<file path="config.mk">
export PLATFORM = sky130hd
export DESIGN_NAME = fft8_mag_stream_flat
export DESIGN_NICKNAME = d
export VERILOG_FILES = /design/src/rtl/fft8_mag_stream_if.sv /design/src/rtl/fft8_mag_stream.sv /design/src/flat_wrapper.sv
export SDC_FILE = /design/constraint.sdc
export NUM_CORES = 1
export LEC_CHECK = 0
export BUFFER_PORTS_ARGS = -buffer_cell sky130_fd_sc_hd__buf_2
export CAP_MARGIN = 20
export CORE_ASPECT_RATIO = 1.1
export CORE_MARGIN = 1
export CORE_UTILIZATION = 60
export CTS_CLUSTER_DIAMETER = 120
export DETAILED_ROUTE_END_ITERATION = 7
export GPL_TIMING_DRIVEN = 0
export PLACE_DENSITY_LB_ADDON = 0.25
export SLEW_MARGIN = 20
export SYNTH_ARGS = -nofsm -noshare
export SYNTH_HDL_FRONTEND = slang
export SYNTH_SLANG_ARGS = --single-unit
</file>
<file path="constraint.sdc">
create_clock -name clk -period 6.8 [get_ports clk]
set_input_delay 1.02 -clock clk [delete_from_list [all_inputs] [get_ports clk]]
set_output_delay 1.02 -clock clk [all_outputs]
set_load 0.01 [all_outputs]
</file>
<file path="src/rtl/fft8_mag_stream_if.sv">
`default_nettype none
// ============================================================================
// Module   : fft8_mag_stream_if
// Purpose  : Sample-in / magnitude-out stream bundle for fft8_mag_stream.
// Revision : 1.0
// ============================================================================
interface fft8_mag_stream_if #(
    parameter int DATA_W = 8,
    parameter int MAG_W  = 16
) ();
    logic                     in_valid;
    logic                     in_ready;
    logic signed [DATA_W-1:0] in_data;
    logic                     out_valid;
    logic                     out_ready;
    logic [2:0]               out_bin;
    logic [MAG_W-1:0]         out_mag;
    logic                     out_last;
    logic [1:0]               out_level;

    // The engine is the slave of this bus: it sinks samples and sources bins.
    modport slave (
        input  in_valid, in_data, out_ready,
        output in_ready, out_valid, out_bin, out_mag, out_last, out_level
    );

    modport master (
        output in_valid, in_data, out_ready,
        input  in_ready, out_valid, out_bin, out_mag, out_last, out_level
    );
endinterface
`default_nettype wire

</file>
<file path="src/rtl/fft8_mag_stream.sv">
`default_nettype none
// ============================================================================
// Module   : fft8_mag_stream
// Purpose  : 8-point real-input DFT magnitude engine. Loads 8 samples, then
//            computes saturated |X[k]|^2 per bin with one complex MAC.
//            Optional macro LEVEL_OUT_EN adds a registered 2-bit level code.
// Revision : 1.0
// ============================================================================
module fft8_mag_stream #(
    parameter int DATA_W   = 8,
    parameter int MAG_W    = 16,
    parameter int LEVEL_T1 = 256,
    parameter int LEVEL_T2 = 4096,
    parameter int LEVEL_T3 = 16384
) (
    input wire               clk,
    input wire               rst_n,
    input wire               ena,
    fft8_mag_stream_if.slave bus
);
    localparam int c_ACC_W  = DATA_W + 11;
    localparam int c_MAGF_W = 2 * c_ACC_W;

    if (DATA_W < 4 || DATA_W > 12 || LEVEL_T1 > LEVEL_T2 || LEVEL_T2 > LEVEL_T3) begin : g_param_check
        $error("fft8_mag_stream: DATA_W must be 4..12 and thresholds ascending");
    end

    typedef enum logic [1:0] {
        S_LOAD = 2'd0,
        S_MAC  = 2'd1,
        S_MAG  = 2'd2,
        S_OUT  = 2'd3
    } state_t;

    state_t r_state;
    state_t w_next;

    logic                      r_in_ready;
    logic [2:0]                r_cnt;
    logic [2:0]                r_k;
    logic [2:0]                r_n;
    logic signed [DATA_W-1:0]  r_buf [8];
    logic signed [c_ACC_W-1:0] r_acc_re;
    logic signed [c_ACC_W-1:0] r_acc_im;
    logic                      r_out_valid;
    logic [2:0]                r_out_bin;
    logic [MAG_W-1:0]          r_out_mag;
    logic                      r_out_last;

    logic signed [DATA_W-1:0]  w_in_data;
    logic                      w_in_fire;
    logic                      w_out_fire;
    logic [2:0]                w_m;
    logic signed [DATA_W-1:0]  w_x;
    logic signed [8:0]         w_cos;
    logic signed [8:0]         w_sin;
    logic signed [c_ACC_W-1:0] w_prod_re;
    logic signed [c_ACC_W-1:0] w_prod_im;
    logic signed [c_ACC_W-1:0] w_re_sh;
    logic signed [c_ACC_W-1:0] w_im_sh;
    logic [c_MAGF_W-1:0]       w_re_sq;
    logic [c_MAGF_W-1:0]       w_im_sq;
    logic [c_MAGF_W-1:0]       w_mag;
    logic [MAG_W-1:0]          w_mag_sat;

    // Q1.7 cosine table; sine is the same table delayed by a quarter turn.
    function automatic logic signed [8:0] f_cos(input logic [2:0] m);
        case (m)
            3'd0:    f_cos = 9'sd128;
            3'd1:    f_cos = 9'sd91;
            3'd2:    f_cos = 9'sd0;
            3'd3:    f_cos = -9'sd91;
            3'd4:    f_cos = -9'sd128;
            3'd5:    f_cos = -9'sd91;
            3'd6:    f_cos = 9'sd0;
            default: f_cos = 9'sd91;
        endcase
    endfunction

    assign w_in_data  = bus.in_data;
    assign w_in_fire  = (r_state == S_LOAD) & bus.in_valid & r_in_ready & ena;
    assign w_out_fire = (r_state == S_OUT) & r_out_valid & bus.out_ready & ena;

    // k*n mod 8 falls out of keeping only the low three product bits.
    assign w_m       = r_k * r_n;
    assign w_x       = r_buf[r_n];
    assign w_cos     = f_cos(w_m);
    assign w_sin     = f_cos(w_m - 3'd2);
    assign w_prod_re = c_ACC_W'(w_x) * c_ACC_W'(w_cos);
    assign w_prod_im = c_ACC_W'(w_x) * c_ACC_W'(w_sin);

    assign w_re_sh = r_acc_re >>> 7;
    assign w_im_sh = r_acc_im >>> 7;
    assign w_re_sq = c_MAGF_W'(w_re_sh) * c_MAGF_W'(w_re_sh);
    assign w_im_sq = c_MAGF_W'(w_im_sh) * c_MAGF_W'(w_im_sh);
    assign w_mag   = w_re_sq + w_im_sq;

    if (c_MAGF_W > MAG_W) begin : g_sat
        assign w_mag_sat = (|w_mag[c_MAGF_W-1:MAG_W]) ? {MAG_W{1'b1}} : w_mag[MAG_W-1:0];
    end else begin : g_nosat
        assign w_mag_sat = MAG_W'(w_mag);
    end

    always_ff @(posedge clk) begin
        if (!rst_n) begin
            r_state <= S_LOAD;
        end else if (ena) begin
            r_state <= w_next;
        end
    end

    always_comb begin
        w_next = r_state;
        case (r_state)
            S_LOAD:  if (w_in_fire && r_cnt == 3'd7) w_next = S_MAC;
            S_MAC:   if (ena && r_n == 3'd7) w_next = S_MAG;
            S_MAG:   if (ena) w_next = S_OUT;
            S_OUT:   if (w_out_fire) w_next = (r_k == 3'd7) ? S_LOAD : S_MAC;
            default: w_next = S_LOAD;
        endcase
    end

    // in_ready is registered so it is low throughout reset and tracks the state.
    always_ff @(posedge clk) begin
        if (!rst_n) begin
            r_in_ready <= 1'b0;
        end else if (ena) begin
            r_in_ready <= (w_next == S_LOAD);
        end
    end

    always_ff @(posedge clk) begin
        if (!rst_n) begin
            r_cnt       <= '0;
            r_k         <= '0;
            r_n         <= '0;
            r_acc_re    <= '0;
            r_acc_im    <= '0;
            r_out_valid <= 1'b0;
            r_out_bin   <= '0;
            r_out_mag   <= '0;
            r_out_last  <= 1'b0;
            for (int i = 0; i < 8; i++) begin
                r_buf[i] <= '0;
            end
        end else if (ena) begin
            case (r_state)
                S_LOAD: begin
                    if (w_in_fire) begin
                        r_buf[r_cnt] <= w_in_data;
                        r_cnt        <= r_cnt + 3'd1;
                        if (r_cnt == 3'd7) begin
                            r_acc_re <= '0;
                            r_acc_im <= '0;
                            r_k      <= '0;
                            r_n      <= '0;
                        end
                    end
                end
                S_MAC: begin
                    r_acc_re <= r_acc_re + w_prod_re;
                    r_acc_im <= r_acc_im - w_prod_im;
                    r_n      <= r_n + 3'd1;
                end
                S_MAG: begin
                    r_out_valid <= 1'b1;
                    r_out_bin   <= r_k;
                    r_out_mag   <= w_mag_sat;
                    r_out_last  <= (r_k == 3'd7);
                end
                S_OUT: begin
                    if (w_out_fire) begin
                        r_out_valid <= 1'b0;
                        r_n         <= '0;
                        r_acc_re    <= '0;
                        r_acc_im    <= '0;
                        if (r_k == 3'd7) begin
                            r_cnt <= '0;
                        end else begin
                            r_k <= r_k + 3'd1;
                        end
                    end
                end
                default: begin
                end
            endcase
        end
    end

`ifdef LEVEL_OUT_EN
    localparam logic [c_MAGF_W-1:0] c_T1 = c_MAGF_W'(LEVEL_T1);
    localparam logic [c_MAGF_W-1:0] c_T2 = c_MAGF_W'(LEVEL_T2);
    localparam logic [c_MAGF_W-1:0] c_T3 = c_MAGF_W'(LEVEL_T3);

    logic [1:0] r_out_level;
    logic [1:0] w_level;

    // Quantised from the unsaturated magnitude so level 3 survives clipping.
    always_comb begin
        w_level = 2'd0;
        if (w_mag >= c_T3) begin
            w_level = 2'd3;
        end else if (w_mag >= c_T2) begin
            w_level = 2'd2;
        end else if (w_mag >= c_T1) begin
            w_level = 2'd1;
        end
    end

    always_ff @(posedge clk) begin
        if (!rst_n) begin
            r_out_level <= 2'd0;
        end else if (ena && r_state == S_MAG) begin
            r_out_level <= w_level;
        end
    end

    assign bus.out_level = r_out_level;
`else
    assign bus.out_level = 2'b00;
`endif

    assign bus.in_ready  = r_in_ready;
    assign bus.out_valid = r_out_valid;
    assign bus.out_bin   = r_out_bin;
    assign bus.out_mag   = r_out_mag;
    assign bus.out_last  = r_out_last;

endmodule
`default_nettype wire
</file>
<file path="src/flat_wrapper.sv">
// flat-port wrapper written by rule: the top's interface ports become plain ports
module fft8_mag_stream_flat 
#(
    parameter int DATA_W   = 8,
    parameter int MAG_W    = 16,
    parameter int LEVEL_T1 = 256,
    parameter int LEVEL_T2 = 4096,
    parameter int LEVEL_T3 = 16384
)
  (clk, rst_n, ena, bus_in_valid, bus_in_data, bus_out_ready, bus_in_ready, bus_out_valid, bus_out_bin, bus_out_mag, bus_out_last, bus_out_level);
  fft8_mag_stream_if #(.DATA_W(DATA_W), .MAG_W(MAG_W)) bus_i ();
  input wire clk;
  input wire rst_n;
  input wire ena;
  input wire logic [$bits(bus_i.in_valid)-1:0] bus_in_valid;
  input wire logic [$bits(bus_i.in_data)-1:0] bus_in_data;
  input wire logic [$bits(bus_i.out_ready)-1:0] bus_out_ready;
  output wire logic [$bits(bus_i.in_ready)-1:0] bus_in_ready;
  output wire logic [$bits(bus_i.out_valid)-1:0] bus_out_valid;
  output wire logic [$bits(bus_i.out_bin)-1:0] bus_out_bin;
  output wire logic [$bits(bus_i.out_mag)-1:0] bus_out_mag;
  output wire logic [$bits(bus_i.out_last)-1:0] bus_out_last;
  output wire logic [$bits(bus_i.out_level)-1:0] bus_out_level;
  assign bus_i.in_valid = bus_in_valid;
  assign bus_i.in_data = bus_in_data;
  assign bus_i.out_ready = bus_out_ready;
  assign bus_in_ready = bus_i.in_ready;
  assign bus_out_valid = bus_i.out_valid;
  assign bus_out_bin = bus_i.out_bin;
  assign bus_out_mag = bus_i.out_mag;
  assign bus_out_last = bus_i.out_last;
  assign bus_out_level = bus_i.out_level;
  fft8_mag_stream #(.DATA_W(DATA_W), .MAG_W(MAG_W), .LEVEL_T1(LEVEL_T1), .LEVEL_T2(LEVEL_T2), .LEVEL_T3(LEVEL_T3)) u_core (.clk(clk), .rst_n(rst_n), .ena(ena), .bus(bus_i));
endmodule
</file>
# Word level (Yosys, flattened, before mapping)
# Memories as Yosys holds them, arrays and structs flattened. A register that Yosys moved wholly into a read port is not among the register bits.
# Index checks and enable logic that the tools add are counted.
[totals] reg_bits=71 ram_bits=64 in_bits=13 output_inout_bits=24 wordCells=109 n_memories=1
[memory_table] memory="u_core.r_buf" words=8 word_bits=8 read_ports=1 rd_ports_with_merged_regs=1 write_ports=8 line="fft8_mag_stream.sv:42" text="logic signed [DATA_W-1:0] r_buf [8];"
[op_classes] n_addsub=7 multipliers=5 eq_ne=21 muxes=38 bitwise_logic=6 n_reduce_logical=20
[ops] op="$pmux W19 S3" count=2
[ops] op="$pmux W9 S4" count=2
[ops] op="$mux W19" count=3
[ops] op="$mul A12 B12 Y24" count=2
[ops] op="$add A38 B38 Y38" count=1
[ops] op="$mul A8 B9 Y17" count=2
[ops] op="$mux W3" count=11
[ops] op="$eq A3 B3 Y1 const B" count=9
[ops] op="$reduce_or A22 Y1" count=1
[ops] op="$add A19 B17 Y19" count=1
[ops] op="$sub A19 B17 Y19" count=1
[ops] op="$mux W16" count=1
[ops] op="$eq A3 B2 Y1 const B" count=4
[ops] op="$pmux W3 S2" count=2
[ops] op="$reduce_and A5 Y1" count=2
[ops] op="$add A3 B1 Y3 const B" count=3
[ops] op="$mux W1" count=9
[ops] op="$pmux W3 S3" count=1
[ops] op="$mux W2" count=4
[ops] op="$mux W8" count=1
[ops] op="$pmux W2 S4" count=1
[ops] op="$reduce_or A2 Y1" count=4
[ops] op="$reduce_or A8 Y1" count=1
[ops] op="$and A1 B1 Y1" count=6
[ops] op="15 further kinds" count=23

# Depth between registers and ports, before layout
# Gate-level depths: netlist of the first run.
[depth] word_depth=11 mapped_depth=34 depth_no_buf=33

# Least setup slack after synthesis of the first run
# Ideal clock, no wire load.
[synth_path] path_type="flip-flop to flip-flop" startpoint="reg u_core.r_acc_re[13]" endpoint="reg u_core.r_out_mag[10], in the netlist u_core.bus.out_mag[10]" setup_ps=119 t_arrival_ps=7352 required_ps=6681 setup_slack_ps=-671 stages_incl_launch_ff=33 path_buffers=2 period_less_slack_ps=7471 path_cell_list="dfxtp_1 clkbuf_1 inv_1 nor2_1 fa_1 ha_1 fa_1 inv_1 fa_1 fa_1 inv_1 ha_1 a21oi_1 o21bai_1 a211oi_1 o31ai_1 nor4_1 o41ai_1 a21o_1 a21oi_1 xnor2_1 ha_1 inv_1 o21ai_0 a21o_1 a211oi_1 nor2_1 nor4b_1 o221ai_1 or4_4 nor3_4 buf_6 a21oi_1"
[synth_between] elab_chain_cells=4
[synth_rtl] element="start: declaration" line="fft8_mag_stream.sv:43" text="logic signed [c_ACC_W-1:0] r_acc_re;"
[synth_rtl] element="start signal: assignment" line="fft8_mag_stream.sv:161" text="r_acc_re <= r_acc_re + w_prod_re;"
[synth_rtl] element="$mul A12 B12 Y24 (*)" line="fft8_mag_stream.sv:94" text="assign w_re_sq = c_MAGF_W'(w_re_sh) * c_MAGF_W'(w_re_sh);"
[synth_rtl] element="$add A38 B38 Y38 (*)" line="fft8_mag_stream.sv:96" text="assign w_mag = w_re_sq + w_im_sq;"
[synth_rtl] element="$reduce_or A22 Y1" line="fft8_mag_stream.sv:99" text="assign w_mag_sat = (|w_mag[c_MAGF_W-1:MAG_W]) ? {MAG_W{1'b1}} : w_mag[MAG_W-1:0];"
[synth_rtl] element="$mux W16 (*)" line="fft8_mag_stream.sv:99"
[synth_rtl] element="end signal: assignment" line="fft8_mag_stream.sv:168" text="r_out_mag <= w_mag_sat;"
[synth_rtl] element="end: declaration" line="fft8_mag_stream.sv:47" text="logic [MAG_W-1:0] r_out_mag;"
# Mark *: on every way between the ends. The rest lies on a longest branch, timed or not.
# A chain may end at the register's enable or synchronous reset.

# Final worst setup path of the first run
[layout_path] startpoint="reg u_core.r_acc_im[13]" endpoint="reg u_core.r_out_mag[15], in the netlist u_core.bus.out_mag[15]"
[layout_between] elab_chain_cells=4
[layout_rtl] element="start: declaration" line="fft8_mag_stream.sv:44" text="logic signed [c_ACC_W-1:0] r_acc_im;"
[layout_rtl] element="start signal: assignment" line="fft8_mag_stream.sv:162" text="r_acc_im <= r_acc_im - w_prod_im;"
[layout_rtl] element="$mul A12 B12 Y24 (*)" line="fft8_mag_stream.sv:95" text="assign w_im_sq = c_MAGF_W'(w_im_sh) * c_MAGF_W'(w_im_sh);"
[layout_rtl] element="$add A38 B38 Y38 (*)" line="fft8_mag_stream.sv:96"
[layout_rtl] element="$reduce_or A22 Y1" line="fft8_mag_stream.sv:99"
[layout_rtl] element="$mux W16 (*)" line="fft8_mag_stream.sv:99"
# Marked as above.

==> results.tsv, run 1 <==
metric	value	unit
Slew HR	31.0	%
die footprint	39000	µm²
design area	26400	µm²
first-pass GRT wire length	88800	µm
Post-synth EDFFs	64	
Slew @ Worst Pin	1.03	ns
Fin Hold WS	0.467	ns
failing checks	setup timing	
Initial DRC Count	1023	
CTS tree	yes	
Final period util	109	%
max-cap violations	0	
number of buffers created by CTS	17	
CP max stage delay	0.59	ns
crit-path most repeated cell	fa_1	
layout cell share with drive strength beyond 1	18.1	%
Hold Fails Final Rpt	0	
count leader, synth	inv_1	
share of the synthesized area in the top cell type	35.6	%
GP Congestion	0.988	
global-route usage over all layers	29.3	%
Yosys warnings	0	
crit path DAT	7.71	ns
Setup crit start kind	register	
Clock Path Buffers	2	
area leader, netlist	fa_1	
CP Max Fanout	10	
Buf+Inv Stages, Crit Path	5	
root buf cell	clkbuf_16	
largest net degree at the start of global routing	17	
# DRC	0	
final net count	3163	
Post-DP Area	24000	µm²
DR vias	16800	
largest delay contributor family on the critical path	adder cells	
Post-CTS Hold Buffers	0	
H-tree depth	4	
Filler Cells Inserted	2763	
Peak VDD IR	0.000301	V
input/output buffers	33	
hold crit path type	register to register	
post-route ant nets	0	
max frequency	135	MHz
setup total negative slack	-9.14	ns
Post-Synthesis Cells	2360	
synth top area cells	fa_1, ha_1, edfxtp_1	
die width	188	µm
Final min period	7.39	ns
Mapped Area	22900	µm²
nature of the critical path endpoint	register	
Clock Pin Slew Worst Setup and Hold Paths	0.08	ns
vias in the first global route	18200	
antenna fix cells	0	
HPWL Detailed	43200	µm
wire per inst	18.0	µm
Final Routed Wirelength	54500	µm
initial antenna violation count	0	
most frequent cells after synthesis	inv_1, fa_1, ha_1, nand2_1, and2_1	
PD cells	112	nW/µm²
final setup margin	-0.591	ns
# rows	74	
FFs w/ async S/R, synth	0	%
core area	37400	µm²
Slowest-stage cell, CP	fa_1	
sequential element share of the synthesized area	14.9	%
status	finished, violations left	
Fin Clk Skew	0.0247	ns
clock latency on the worst-skew pair	0.46	ns
synth unique cells	78	
Die Ht	207	µm
#FFs+latches synth	138	
Crit Path Category	register to register	
Starting Density	61.2	%
IO Pins	37	
drt via density	5.55	
Worst EP required	7.12	ns
main flop type after synthesis	dfxtp_1	
grt total ovfl	0	
DR pass1 iterations	5	
clock sinks	138	
area grow syn2layout	15.4	%
RSZ-0062 raised after global routing	yes	
Leak	12.3	nW
final setup fails	16	
Slew Limit Fails	0	
syn_area_per_cell	9.70	µm²
==> cell usage in the layout (no fill, tap or decap), types with 12 or more instances in the layout <==
cell | netlist | routed
inv_1 | 510 | 489
and2_4 | 0 | 19
buf_4 | 2 | 101
buf_2 | 1 | 35
nor2_1 | 104 | 95
and2_1 | 150 | 131
xnor2_1 | 90 | 84
a21boi_0 | 22 | 20
edfxtp_1 | 64 | 64
fa_2 | 0 | 16
dfxtp_1 | 74 | 47
a21oi_1 | 85 | 56
nand2b_1 | 18 | 17
o21ai_0 | 70 | 56
ha_4 | 0 | 19
clkbuf_1 | 51 | 22
or3_1 | 14 | 13
nor3_1 | 16 | 15
a21oi_2 | 5 | 31
a21o_1 | 25 | 25
fa_1 | 407 | 391
o21a_1 | 12 | 12
inv_2 | 1 | 16
nor2b_1 | 25 | 24
ha_1 | 226 | 202
nand2_1 | 177 | 163
xor2_1 | 28 | 25
nand2_2 | 0 | 12
nand3_1 | 28 | 27
clkbuf_16 | 0 | 21
mux4_2 | 16 | 16
dfxtp_4 | 0 | 24
==> per-layer routing <==
metal	routed length, µm	up-vias	GRT usage (%)
li1	-	7720	-
met1	21000	8418	34.2
met2	28800	492	54.1
met3	2370	156	3.14
met4	2250	0	13.9
met5	0	-	0
==> timing repair <==
action,in CTS,in global routing
gates resized for setup,156,102
cloned,1,1
setup endpoints to repair,39,24
pin swaps,59,66
buffers inserted,51,52
==> kinds of logic (layout without fill, tap and decap cells) <==
kind of cell	Yosys count	in the layout	share of synthesized area, %
AO/OA/AOI/OAI	293	293	8.19
XOR/XNOR	118	118	4.51
adder cells (fa/ha/maj)	634	634	48.0
buffers and inverters	572	740	9.51
flip-flops	138	138	14.9
multiplexers	39	39	2.63
other	1	3	0.0164
AND/OR/NAND/NOR	565	565	12.3
==> worst paths after layout <==
check                                                   startpoint                                   to  slack (ns)  cells after the start
worst max register to register    u_core.r_acc_im[13]$_SDFFE_PN0P_  u_core.bus.out_mag[15]$_SDFFE_PN0P_       -0.59                     31
worst min register to register  u_core.bus.out_bin[2]$_SDFFE_PN0P_   u_core.bus.out_bin[2]$_SDFFE_PN0P_        0.47                      2
worst min-delay path            u_core.bus.out_bin[2]$_SDFFE_PN0P_   u_core.bus.out_bin[2]$_SDFFE_PN0P_        0.47                      2
worst max-delay path              u_core.r_acc_im[13]$_SDFFE_PN0P_  u_core.bus.out_mag[15]$_SDFFE_PN0P_       -0.59                     31
==> metrics by stage <==
step                total power [mW]  cells  utilization [%]  setup WS (ns)
floorplan                       1.62   2362                -         -0.208
global placement                1.82   2889             64.2          -1.22
detailed placement              1.84   2890             64.3          -1.34
CTS                             2.88   2972             68.7         -0.474
global route                    3.11   3024             70.6         -0.833
finish                          2.96   3024             70.6         -0.591
==> worst min-delay path, stage by stage, from the launching register on <==
cell      delay [ns]
dfxtp_1         0.31
nand2_1         0.05
a21boi_0        0.06
==> area by class of cell <==
cell class | instances | area [µm²] | share of cell area, %
Buffer | 56 | 519 | 1.96
Clock buffer | 17 | 425 | 1.61
Clock inverter | 15 | 178 | 0.672
Inverter | 513 | 1970 | 7.44
Multi-Input combinational cell | 1652 | 18200 | 68.9
Sequential cell | 138 | 3500 | 13.2
Tap cell | 494 | 618 | 2.34
Timing Repair Buffer | 139 | 1000 | 3.80
==> power breakdown <==
part | switching, mW | internal, mW
logic | 0.612 | 0.473
registers | 0.0221 | 0.887
clock network | 0.438 | 0.526
total | 1.07 | 1.89
==> sequential cells by signal, summed over array words and instances, names as in the netlist, named ones only <==
| register | cells |
|---|---|
| u_core.bus.in_ready | 1 |
| u_core.bus.out_bin | 3 |
| u_core.bus.out_last | 1 |
| u_core.bus.out_mag | 16 |
| u_core.bus.out_valid | 1 |
| u_core.r_acc_im | 19 |
| u_core.r_acc_re | 19 |
| u_core.r_buf | 64 |
| u_core.r_cnt | 3 |
| u_core.r_k | 3 |
| u_core.r_n | 3 |
| u_core.r_state | 2 |
No activity file was read; power rests on OpenSTA's default activity.
==> run 2, diff against run 1 <==
--- a/config.mk
+++ b/config.mk
@@ -14,6 +14,7 @@
 export DETAILED_ROUTE_END_ITERATION = 7
 export GPL_TIMING_DRIVEN = 0
 export PLACE_DENSITY_LB_ADDON = 0.25
+export SKIP_LAST_GASP = 1
 export SLEW_MARGIN = 20
 export SYNTH_ARGS = -nofsm -noshare
 export SYNTH_HDL_FRONTEND = slang
==> run 2 against run 1 <==
  * The flow still finishes with violations (setup timing)
  * Hold slack got worse by 0.0021 ns
  * Clock skew decreased by 0.00092 ns
  * Highest routed layer unchanged
  * Power decreased by 0.11%
  * Non-clock buffer count unchanged
  * Largest cell class unchanged
  * Sequential cell count unchanged
  * Via count decreased by 0.20%
  * Maximum frequency increased by 0.26%
  * Core utilization about the same
  * Combinational power about the same
  * Die area unchanged
==> results.tsv, run 2 (synthesis gave the netlist of run 1 again) <==
metric	value	unit	change
status	finished, violations left		
failing checks	setup timing		
max frequency	136	MHz	+0.26%
hold endpoint	u_core.bus.out_bin[2]$_SDFFE_PN0P_		
largest net degree at the start of global routing	17		unchanged
first-pass GRT wire length	88800	µm	unchanged
Slew Limit Fails	0		unchanged
most frequent cells in the layout	inv_1, fa_1, ha_1		
IO Pins	37		unchanged
Comb power frac	36.7	%	about the same
area grow syn2layout	15.3	%	about the same
Filler Cells Inserted	2762		-0.036%
R2R cell count	28		-9.7%
layout cell share with drive strength beyond 1	18.0	%	-0.040 points
die footprint	39000	µm²	unchanged
hold depth	2		unchanged
grt total ovfl	0		unchanged
max reg flops	64		unchanged
biggest regs	u_core.r_buf x64, u_core.r_acc_im x19, u_core.r_acc_re x19		
antenna fix cells	0		unchanged
leading cell type in the layout, fill and taps excluded	inv_1		
final setup fails	16		unchanged
sw power	1.07	mW	-0.30%
Slew HR	30.3	%	-0.64 points
Clock Pin Slew Worst Setup and Hold Paths	0.08	ns	about the same
crit path DAT	7.69	ns	-0.02 ns
Reg with most FFs	u_core.r_buf		
Setup crit start kind	register		
Starting Density	61.2	%	unchanged
# rows	74		unchanged
switching part of the total	36.2	%	-0.069 points
pre-CTS WS	-1.34	ns	unchanged
design area	26400	µm²	about the same
Initial DRC Count	1013		-0.98%
DR pass1 iterations	7		+2
HPWL Detailed	43200	µm	unchanged
GP Congestion	0.988		unchanged
nature of the critical path endpoint	register		
vias in the first global route	18200		unchanged
PD cells	112	nW/µm²	about the same
wire per inst	18.0	µm	-0.10%
RSZ-0062 raised after global routing	yes		
Crit Path Category	register to register		
number of buffers created by CTS	17		unchanged
clock latency on the worst-skew pair	0.45	ns	about the same
flop-to-flop setup slack	-0.57	ns	+0.02 ns
final setup margin	-0.572	ns	+0.0191 ns
Buf+Inv Stages, Crit Path	5		unchanged
Register Area	3500	µm²	unchanged
clock sinks	138		unchanged
root buf cell	clkbuf_16		
Slew @ Worst Pin	1.04	ns	+0.00956 ns
core area	37400	µm²	unchanged
largest delay contributor family on the critical path	adder cells		
Post-DP Area	24000	µm²	unchanged
Worst R2R End	u_core.bus.out_mag[0]$_SDFFE_PN0P_		
# DRC	0		unchanged
Post-CTS Hold Buffers	0		unchanged
die width	188	µm	unchanged
input/output buffers	33		unchanged
Crit Reg-Reg Startpoint	u_core.r_acc_im[13]$_SDFFE_PN0P_		
CP max stage delay	0.59	ns	about the same
CP Max Fanout	10		unchanged
post-route ant nets	0		unchanged
global-route usage over all layers	29.3	%	unchanged
Slowest-stage cell, CP	fa_1		
max-cap violations	0		unchanged
drt via density	5.54		-0.20%
CTS tree	yes		
clock share of power	32.6	%	about the same
Final period util	108	%	-0.28 points
Die Ht	207	µm	unchanged
crit-path most repeated cell	fa_1		
Peak VDD IR	0.000302	V	+0.23%
DR vias	16800		-0.20%
P_int	1.89	mW	about the same
min-delay src	u_core.bus.out_bin[2]$_SDFFE_PN0P_		
H-tree depth	4		unchanged
Clock Path Buffers	2		unchanged
Worst EP required	7.12	ns	about the same
Final min period	7.37	ns	-0.0191 ns
initial antenna violation count	0		unchanged
Fin Clk Skew	0.0237	ns	-0.000919 ns
Hold Fails Final Rpt	0		unchanged
hold crit path type	register to register		
multi-input logic area	18200	µm²	about the same
sequential power share	30.8	%	about the same
Final Routed Wirelength	54400	µm	-0.10%
Leak	12.3	nW	about the same
final net count	3163		unchanged
-- run 2: cell counts in the layout (fill, tap and decap cells not counted) --
No cell type changed its count.
-- run 2: power by group through the flow --
stage	Combinational, mW	Sequential (mW)	Clock, mW
6_report	1.08	0.909	0.963
5_1_grt	1.20	0.912	1.00
4_1_cts	0.997	0.912	0.973
3_5_place_dp	0.904	0.938	0
3_3_place_gp	0.879	0.936	0
2_1_floorplan	0.687	0.929	0
-- run 2: worst max path at each step --
stage	slack, ns	endpoint	from	depth (start not counted)
2_1_floorplan	-0.21	u_core.bus.out_mag[10]$_SDFFE_PN0P_	u_core.r_acc_re[15]$_SDFFE_PN0P_	34
3_3_place_gp	-1.22	u_core.bus.out_mag[9]$_SDFFE_PN0P_	u_core.r_acc_re[8]$_SDFFE_PN0P_	29
3_5_place_dp	-1.34	u_core.bus.out_mag[9]$_SDFFE_PN0P_	u_core.r_acc_re[8]$_SDFFE_PN0P_	29
4_1_cts	-0.47	u_core.bus.out_mag[9]$_SDFFE_PN0P_	u_core.r_acc_re[12]$_SDFFE_PN0P_	34
5_1_grt	-0.85	u_core.bus.out_mag[9]$_SDFFE_PN0P_	u_core.r_acc_im[13]$_SDFFE_PN0P_	33
6_report	-0.57	u_core.bus.out_mag[0]$_SDFFE_PN0P_	u_core.r_acc_im[13]$_SDFFE_PN0P_	28
-- run 2: per-stage QoR --
stage               total power [mW]  setup TNS (ns)  hold slack, ns  util (%)  instances
finish                          2.96           -8.85           0.465      70.6       3024
floorplan                       1.62           -2.57           0.441         -       2362
global placement                1.82          -28.60           0.451      64.2       2889
CTS                             2.88           -7.25           0.470      68.7       2972
detailed placement              1.84          -32.64           0.460      64.3       2890
global route                    3.11          -13.16           0.494      70.6       3024
-- run 2: per-layer routing --
| layer | part of all wire (%) | wire length, µm | vias up | global-route usage (%) |
|---|---|---|---|---|
| li1 | - | - | 7724 | - |
| met1 | 39 | 21000 | 8396 | 34.2 |
| met2 | 53 | 28800 | 472 | 54.1 |
| met3 | 4.2 | 2310 | 161 | 3.14 |
| met4 | 4.2 | 2310 | 0 | 13.9 |
| met5 | 0 | 0 | - | 0 |
-- run 2: area by class of cell --
| cell class | count | area share, % |
|---|---|---|
| multi-input cells | 1652 | 68.9 |
| plain buffers | 56 | 1.97 |
| flip-flops and latches | 138 | 13.2 |
| clock buffers | 17 | 1.61 |
| clock inverters | 15 | 0.673 |
| inverters | 513 | 7.44 |
| well taps | 494 | 2.34 |
| repair buffers | 139 | 3.80 |
-- run 2: worst min-delay path, delay by kind of cell (launching register included) --
kind	cells	cell delay, ns
DFF	1	0.31
AOI/OAI and AO/OA	1	0.06
and+or+nand+nor	1	0.05
-- run 2: what timing repair did --
action | CTS | global route
resized for setup | 156 | 100
cloned | 1 | 1
buffers inserted | 51 | 52
pin swaps | 59 | 66
setup endpoints to repair | 39 | 24
